**src/rtl/modexp_ctrl.sv**
```systemverilog
// modexp_ctrl: right-to-left square-and-multiply sequencer driving an external mod reduction unit
module modexp_ctrl #(
  parameter int BITS = 128
) (
  input  logic              clk,
  input  logic              reset,
  input  logic              go,
  input  logic [BITS-1:0]   M,
  input  logic [BITS-1:0]   E,
  input  logic [BITS-1:0]   N,
  output logic [BITS-1:0]   R,
  output logic              done,
  output logic              mod_go,
  output logic [2*BITS:0]   mod_X,
  output logic [2*BITS:0]   mod_Y,
  input  logic [BITS-1:0]   mod_R,
  input  logic              mod_done
);
  localparam int CW = $clog2(BITS) + 1;
  localparam logic [1:0] T_BASE = 2'd0;
  localparam logic [1:0] T_ACC = 2'd1;
  typedef enum logic [2:0] {IDLE, MUL, RED, REL, NEXT, DONE} state_t;
  state_t state, state_nx;
  logic [BITS-1:0] e_reg, n_reg, base, acc, mplier;
  logic [2*BITS-1:0] prod, mcand, prod_nx;
  logic [CW-1:0] cnt;
  logic [1:0] tgt;
  logic mul_f, sq_f, mul_last, take, e_more, do_mul, do_sq;
  assign prod_nx = mplier[0] ? prod + mcand : prod;
  assign mul_last = cnt == CW'(BITS - 1);
  assign take = mod_go && mod_done;
  assign e_more = |e_reg[BITS-1:1];
  assign do_mul = e_reg[0] && !mul_f;
  assign do_sq = e_more && !sq_f;
  assign mod_X = {{(BITS+1){1'b0}}, n_reg};
  assign done = state == DONE;
  always_comb begin
    state_nx = state;
    case (state)
      IDLE: state_nx = !go ? IDLE : (~|N[BITS-1:1] || ~|E) ? DONE : RED;
      MUL: state_nx = mul_last ? RED : MUL;
      RED: state_nx = take ? REL : RED;
      REL: state_nx = mod_done ? REL : NEXT;
      NEXT: state_nx = (do_mul || do_sq) ? MUL : e_more ? NEXT : DONE;
      default: state_nx = DONE;
    endcase
    if (!go) state_nx = IDLE;
  end
  always_ff @(posedge clk) begin
    if (reset) state <= IDLE;
    else state <= state_nx;
  end
  // mod_go rises only a cycle after mod_Y is loaded, and never while a stale done is pending
  always_ff @(posedge clk) begin
    if (reset) begin
      R <= '0;
      mod_go <= 1'b0;
      mod_Y <= '0;
      e_reg <= '0;
      n_reg <= '0;
      base <= '0;
      acc <= '0;
      prod <= '0;
      mcand <= '0;
      mplier <= '0;
      cnt <= '0;
      tgt <= T_BASE;
      mul_f <= 1'b0;
      sq_f <= 1'b0;
    end else begin
      mod_go <= go && state == RED && !mod_done;
      if (go) begin
        case (state)
          IDLE: begin
            e_reg <= E;
            n_reg <= N;
            acc <= BITS'(1);
            tgt <= T_BASE;
            mul_f <= 1'b0;
            sq_f <= 1'b0;
            mod_Y <= {{(BITS+1){1'b0}}, M};
            R <= ~|N[BITS-1:1] ? '0 : ~|E ? BITS'(1) : R;
          end
          MUL: begin
            prod <= prod_nx;
            mcand <= mcand << 1;
            mplier <= mplier >> 1;
            cnt <= cnt + CW'(1);
            if (mul_last) mod_Y <= {1'b0, prod_nx};
          end
          RED: begin
            if (take && tgt == T_ACC) acc <= mod_R;
            if (take && tgt == T_BASE) base <= mod_R;
          end
          NEXT: begin
            if (do_mul || do_sq) begin
              mcand <= {{BITS{1'b0}}, do_mul ? acc : base};
              mplier <= base;
              prod <= '0;
              cnt <= '0;
              tgt <= do_mul ? T_ACC : T_BASE;
              mul_f <= mul_f || do_mul;
              sq_f <= sq_f || !do_mul;
            end else begin
              e_reg <= e_reg >> 1;
              mul_f <= 1'b0;
              sq_f <= 1'b0;
              if (!e_more) R <= acc;
            end
          end
          default: ;
        endcase
      end
    end
  end
endmodule
```
**config.mk**
```make
export PLATFORM = sky130hd
export DESIGN_NAME = modexp_ctrl
export DESIGN_NICKNAME = d
export VERILOG_FILES = /design/src/rtl/modexp_ctrl.sv
export SDC_FILE = /design/constraint.sdc
export NUM_CORES = 2
export LEC_CHECK = 0
export BUFFER_PORTS_ARGS = -buffer_cell sky130_fd_sc_hd__buf_2
export CORE_ASPECT_RATIO = 1.4
export CORE_MARGIN = 2
export CORE_UTILIZATION = 30
export CTS_CLUSTER_DIAMETER = 50
export CTS_CLUSTER_SIZE = 20
export DETAILED_ROUTE_END_ITERATION = 12
export GPL_TIMING_DRIVEN = 0
export PLACE_DENSITY_LB_ADDON = 0.3
export SYNTH_ARGS = -nofsm -noshare
export SYNTH_HDL_FRONTEND = slang
export SYNTH_SLANG_ARGS = --single-unit
```
**constraint.sdc**
```tcl
create_clock -name clk -period 11.1 [get_ports clk]
set_input_delay 0.555 -clock clk [delete_from_list [all_inputs] [get_ports clk]]
set_output_delay 0.555 -clock clk [all_outputs]
set_load 0.01 [all_outputs]
```
Word level (Yosys, flattened, before mapping)
Cells that the tools add are included.
{"block": "op_classes", "n_addsub": 2, "n_eq_ne": 13, "muxes": 35, "n_bitwise": 1, "n_reduce_logical": 36}
{"op": "128-bit two-way mux", "n": 8}
{"op": "128-bit case mux with 2 select lines", "n": 4}
{"op": "256-bit case mux with 2 select lines", "n": 2}
{"op": "256-bit two-way mux", "n": 3}
{"op": "257-bit case mux with 2 select lines", "n": 1}
{"op": "257-bit two-way mux", "n": 1}
{"op": "256-bit adder", "n": 1}
{"op": "127-bit OR reduction", "n": 2}
{"op": "128-bit OR reduction", "n": 1}
{"op": "3-bit AND reduction", "n": 6}
{"op": "8-bit case mux with 2 select lines", "n": 1}
{"op": "3-bit case mux with 5 select lines", "n": 1}
{"op": "3-bit two-way mux", "n": 3}
{"op": "8-bit by 1-bit adder with 8-bit output (second input constant)", "n": 1}
{"op": "8-bit by 7-bit == test with 1-bit output (second input constant)", "n": 1}
{"op": "8-bit two-way mux", "n": 1}
{"op": "2-bit inequality test (second input constant)", "n": 4}
{"op": "2-bit nonzero test", "n": 4}
{"op": "1-bit logical AND", "n": 7}
{"op": "3-bit by 2-bit == test with 1-bit output (second input constant)", "n": 2}
{"op": "3-bit == test (second input constant)", "n": 2}
{"op": "1-bit logical NOT", "n": 6}
{"op": "1-bit two-way mux", "n": 5}
{"op": "5-bit AND reduction", "n": 1}
{"op": "13 further kinds", "n": 19}
{"block": "totals", "reg_bits": 1553, "output_inout_bits": 644}

Logic depth before layout (Yosys ltp)
{"block": "depth", "word_depth": 6, "mapped_depth": 16, "mapped_depth_nobuf": 16}

Least setup slack after synthesis
Ideal clock, no wire load.
{"block": "synth_path", "path_kind": "register -> register", "from": "reg prod[0]", "to": "reg mod_Y[226]", "arrival_ps": 3812, "path_slack_ps": 7209, "path_stages_with_launch": 17, "period_less_slack_ps": 3891, "path_cell_list": "dfxtp_1 -> ha_1 -> inv_1 -> fa_1 -> nand2b_1 -> o2bb2ai_1 -> a211oi_2 -> o2111ai_1 -> a2111oi_4 -> o2111ai_2 -> a2111oi_4 -> o21a_1 -> o21ai_1 -> o21ai_2 -> a21oi_1 -> or4_1 -> o211ai_1"}
{"block": "synth_between", "elab_chain_len": 4}
{"item": "start: declaration", "line_no": "25", "rtl": "logic [2*BITS-1:0] prod, mcand, prod_nx;"}
{"item": "start signal: assignment", "line_no": "85", "rtl": "prod <= prod_nx;"}
{"item": "256-bit adder", "line_no": "29", "rtl": "assign prod_nx = mplier[0] ? prod + mcand : prod;"}
{"item": "256-bit two-way mux", "line_no": "29"}
{"item": "257-bit two-way mux", "line_no": "89", "rtl": "if (mul_last) mod_Y <= {1'b0, prod_nx};"}
{"item": "257-bit case mux with 2 select lines", "line_no": "73", "rtl": "case (state)"}
{"item": "end signal: assignment", "line_no": "81", "rtl": "mod_Y <= {{(BITS+1){1'b0}}, M};"}
{"item": "end signal: assignment", "line_no": "89"}
{"item": "end: declaration", "line_no": "15", "rtl": "output logic [2*BITS:0] mod_Y,"}
Every way passes these cells. The select of a mux whose other input is x is not followed.
A chain may end at the register's enable or synchronous reset.

Worst setup path after layout
{"block": "layout_path", "from": "reg mcand[0]", "to": "reg prod[244]"}
{"block": "layout_between", "elab_chain_len": 3}
{"item": "start: declaration", "line_no": "25"}
{"item": "start signal: assignment", "line_no": "86", "rtl": "mcand <= mcand << 1;"}
{"item": "start signal: assignment", "line_no": "97", "rtl": "mcand <= {{BITS{1'b0}}, do_mul ? acc : base};"}
{"item": "256-bit adder", "line_no": "29"}
{"item": "256-bit two-way mux", "line_no": "29"}
{"item": "256-bit case mux with 2 select lines", "line_no": "73"}
Every way passes these cells.

==> results_dict.tcl <==
set metrics [dict create \
    initial_utilization 0.301 \
    power.density_nw_per_um2 124 \
    critical_register_to_register_path_startpoint "mcand[0]" \
    post_cts_resized 0 \
    cp.arrival_ps 8400 \
    synth_ff_type "sky130_fd_sc_hd__dfxtp_1" \
    hold_viol_final 0 \
    layout-area-overhead-vs-synth_pct 24.3 \
    synth-seq-area-share 0.378 \
    fin_crit_sh 0.690 \
    setup.worst_path.end_class "register" \
    initial_antenna_violation_count 104 \
    tightest_slew_ps 1590 \
    yosys.area.top_type_share 0.378 \
    numCtsBuffers 160 \
    placedCellCount 15700 \
    wl_microns 471000 \
    place_hpwl_microns 388000 \
    synth_area_leaders "sky130_fd_sc_hd__dfxtp_1 (38%), sky130_fd_sc_hd__nand2_1 (10%), sky130_fd_sc_hd__a21oi_1 (7.7%)" \
    syn_avg_cell_area_sq_um 7.57 \
    final_layout_size_suffix_gt1_frac 0.129 \
    critical_path.most_common_cell "sky130_fd_sc_hd__a21oi_1" \
    clock_tree.htree_level_count 4 \
    fill_cells 29400 \
    drt_drc_violations_left 0 \
    layout_min_cycle_time_ps 7660 \
    synth_area_sq_um 82200 \
    slew_headroom -0.0578 \
    run_status "finished, violations left" \
    crit_start "mcand[0]" \
    power.total_uw 12600 \
    finalSetupViolations 0 \
    asyncSetResetFlopFracSynth 0 \
    dr_total_vias 91500 \
    crit_path_max_incr_delay_ps 1160 \
    crit_path_top_delay_cell "sky130_fd_sc_hd__o21ai_1" \
    nets 13300 \
    timing.reg2reg.worst_path_depth 16 \
    largest_registers "mcand x256, mod_Y x256, prod x256" \
    violations "capacitance limit, slew limit" \
    grt.overflow.total 0 \
    first_global_vias 88100 \
    crit_family "compound AO/OA/AOI/OAI gates" \
    post-route-util 0.374 \
    io_pins 1160 \
    floorplan.die.height_microns 623 \
    crit_chain "ha_1 > inv_1 > fa_1 > nand2b_1 > o2bb2ai_1 > a21oi_1 > o21a_1 > a21oi_2 > o31ai_1 > a21oi_1 > o21ai_1 > a41oi_1 > o21bai_1 > a21boi_1 > xnor2_1 > a22o_1" \
    cp_max_fo 5 \
    groute.usage.overall 0.324 \
    port_buffers 1029 \
    skew_ps 118 \
    cts.sink_count 1551 \
    critPathRequiredTime_ps 11830 \
    reg_to_reg_endpoint "prod[244]" \
    timing_worst_setup_path_type "register to register" \
    drt.antenna.violating_nets 0 \
    startpoint_type "register" \
    netlist_instances 10900 \
    coreArea_sq_um 273000 \
    synth_top_cell_by_area "sky130_fd_sc_hd__dfxtp_1" \
    grt_pass1_wl_microns 648000 \
    horizontal_die_dimension_microns 446 \
    post-route-worst-setup-slack_ps 3440 \
    cts.root.buffer_cell "sky130_fd_sc_hd__clkbuf_16" \
    crit_path_end "prod[244]" \
    worst_skew_pair.late_latency_ps 910 \
    min_path_cells 4 \
    drt_first_iter_violations 8803 \
    fmaxAchievable_mhz 130 \
    ctsLongestPathBuffers 4 \
    synth-warning-count 0 \
    maximum_number_of_pins_on_one_net_before_global_route_repair 21 \
    buffers_and_inverters_on_the_worst_path 1 \
    path_clk_slew_ps 80 \
    std_cell_rows 227 \
    setup.reg_to_reg.worst_slack_ps 3440 \
    path_depth 16 \
    vias_per_cell 5.58 \
    number_of_synthesized_register_bits 1551 \
    max_transition_viols_final 30 \
    detail_route.first_pass.iterations 9 \
    route.detailed.wl_per_inst_microns 28.7 \
    place_worst_setup_slack_ps 4100 \
    worstHoldPathType "input pin to register" \
    die_area_sq_um 278000 \
    grt_setup_unrepaired "no" \
    setup-tns-final_ps 0 \
    instances_no_fill 16400 \
    post_synth_num_cell_types 104 \
    maxCapViolations 5 \
    cts_tree "built" \
    gp_congestion 1.09 \
    synth_edf_count 0 \
    vdd_drop_max_mv 0.131 \
    leakage_power_figure_uw 0.0379 \
]
==> how the worst min path moves through the flow <==
stage | to | from
2_1_floorplan | mplier[127] | mplier[127]
3_3_place_gp | mod_Y[148] | mod_Y[148]
3_5_place_dp | mod_Y[198] | mod_Y[198]
4_1_cts | n_reg[81] | N[81]
5_1_grt | n_reg[81] | N[81]
6_report | mod_Y[106] | M[106]
==> where the power goes <==
| group | switching [uW] | internal, uW |
|---|---|---|
| Clock | 2800 | 3070 |
| Sequential | 78.4 | 5660 |
| Combinational | 677 | 348 |
| Total | 3560 | 9080 |
==> final cells by class <==
cell class | count | area [sq um] | area share
multi-input cells | 8351 | 47100 | 0.461
flip-flops and latches | 1551 | 31000 | 0.304
repair buffers | 1425 | 9180 | 0.0898
well taps | 3664 | 4580 | 0.0449
plain buffers | 974 | 4220 | 0.0414
clock buffers | 175 | 4160 | 0.0407
clock inverters | 108 | 1330 | 0.0131
inverters | 105 | 394 | 0.00386
diodes | 58 | 145 | 0.00142
==> cells in the final DEF (no fill, tap or decap), types with 256 or more instances in the layout <==
| cell | synthesis | final |
|---|---|---|
| sky130_fd_sc_hd__a21oi_1 | 1260 | 1260 |
| sky130_fd_sc_hd__a311oi_1 | 263 | 263 |
| sky130_fd_sc_hd__buf_2 | 10 | 1041 |
| sky130_fd_sc_hd__clkbuf_1 | 781 | 759 |
| sky130_fd_sc_hd__dfxtp_1 | 1551 | 1551 |
| sky130_fd_sc_hd__dlygate4sd3_1 | 0 | 383 |
| sky130_fd_sc_hd__ha_1 | 256 | 256 |
| sky130_fd_sc_hd__nand2_1 | 2248 | 2248 |
| sky130_fd_sc_hd__nand3_1 | 327 | 327 |
| sky130_fd_sc_hd__nor2_1 | 1134 | 1131 |
| sky130_fd_sc_hd__o21ai_0 | 422 | 421 |
==> Yosys cell counts (all sizes together), types with 105 or more instances <==
| cell | instances |
|---|---|
| a22o | 117 |
| ha | 256 |
| o21ai | 442 |
| nand2 | 2249 |
| a21oi | 1263 |
| a311o | 129 |
| clkbuf | 784 |
| inv | 105 |
| nor3 | 127 |
| nor4 | 133 |
| nand4 | 209 |
| mux2i | 123 |
| buf | 190 |
| a311oi | 263 |
| a21o | 131 |
| xnor2 | 157 |
| a22oi | 241 |
| nor2 | 1136 |
| dfxtp | 1551 |
| nand3 | 327 |
==> layer usage <==
metal	part of all wire	GRT usage	up-vias
met3	0.082	0.0812	1421
met2	0.46	0.536	4442
met5	0.00073	0	-
met4	0.12	0.310	50
li1	-	-	42000
met1	0.34	0.332	43600
==> worst reg2reg max path, cell delays in order (launching register included) <==
cell and delay, ps:
sky130_fd_sc_hd__dfxtp_1 450, sky130_fd_sc_hd__ha_1 430, sky130_fd_sc_hd__inv_1 100, sky130_fd_sc_hd__fa_1 420
sky130_fd_sc_hd__nand2b_1 170, sky130_fd_sc_hd__o2bb2ai_1 200, sky130_fd_sc_hd__a21oi_1 460, sky130_fd_sc_hd__o21a_1 370
sky130_fd_sc_hd__a21oi_2 200, sky130_fd_sc_hd__o31ai_1 1090, sky130_fd_sc_hd__a21oi_1 450, sky130_fd_sc_hd__o21ai_1 1160
sky130_fd_sc_hd__a41oi_1 900, sky130_fd_sc_hd__o21bai_1 590, sky130_fd_sc_hd__a21boi_1 160, sky130_fd_sc_hd__xnor2_1 190
sky130_fd_sc_hd__a22o_1 220
==> kinds of logic after synthesis <==
kind of cell,share of synthesized area
compound gates,0.250
buf+inv,0.0557
simple gates,0.226
mux,0.0244
fa+ha+maj,0.0392
other cells,0.0000456
xor+xnor,0.0270
flops,0.378
==> repair_timing <==
item / CTS / global route
endpoints found under the hold margin: 510 / 0
hold buffers: 383 / 0
buffers inserted: 0 / 0
==> per-stage QoR <==
| step | instance area (sq um) | hold WS [ps] |
|---|---|---|
| 2_1_floorplan | 82700 | 432 |
| 3_3_place_gp | 92400 | 433 |
| 3_5_place_dp | 92600 | 437 |
| 4_1_cts | 102000 | 0.233 |
| 5_1_grt | 102000 | 29.4 |
| 6_report | 102000 | 29.7 |
No activity file was read; power rests on OpenSTA's default activity.
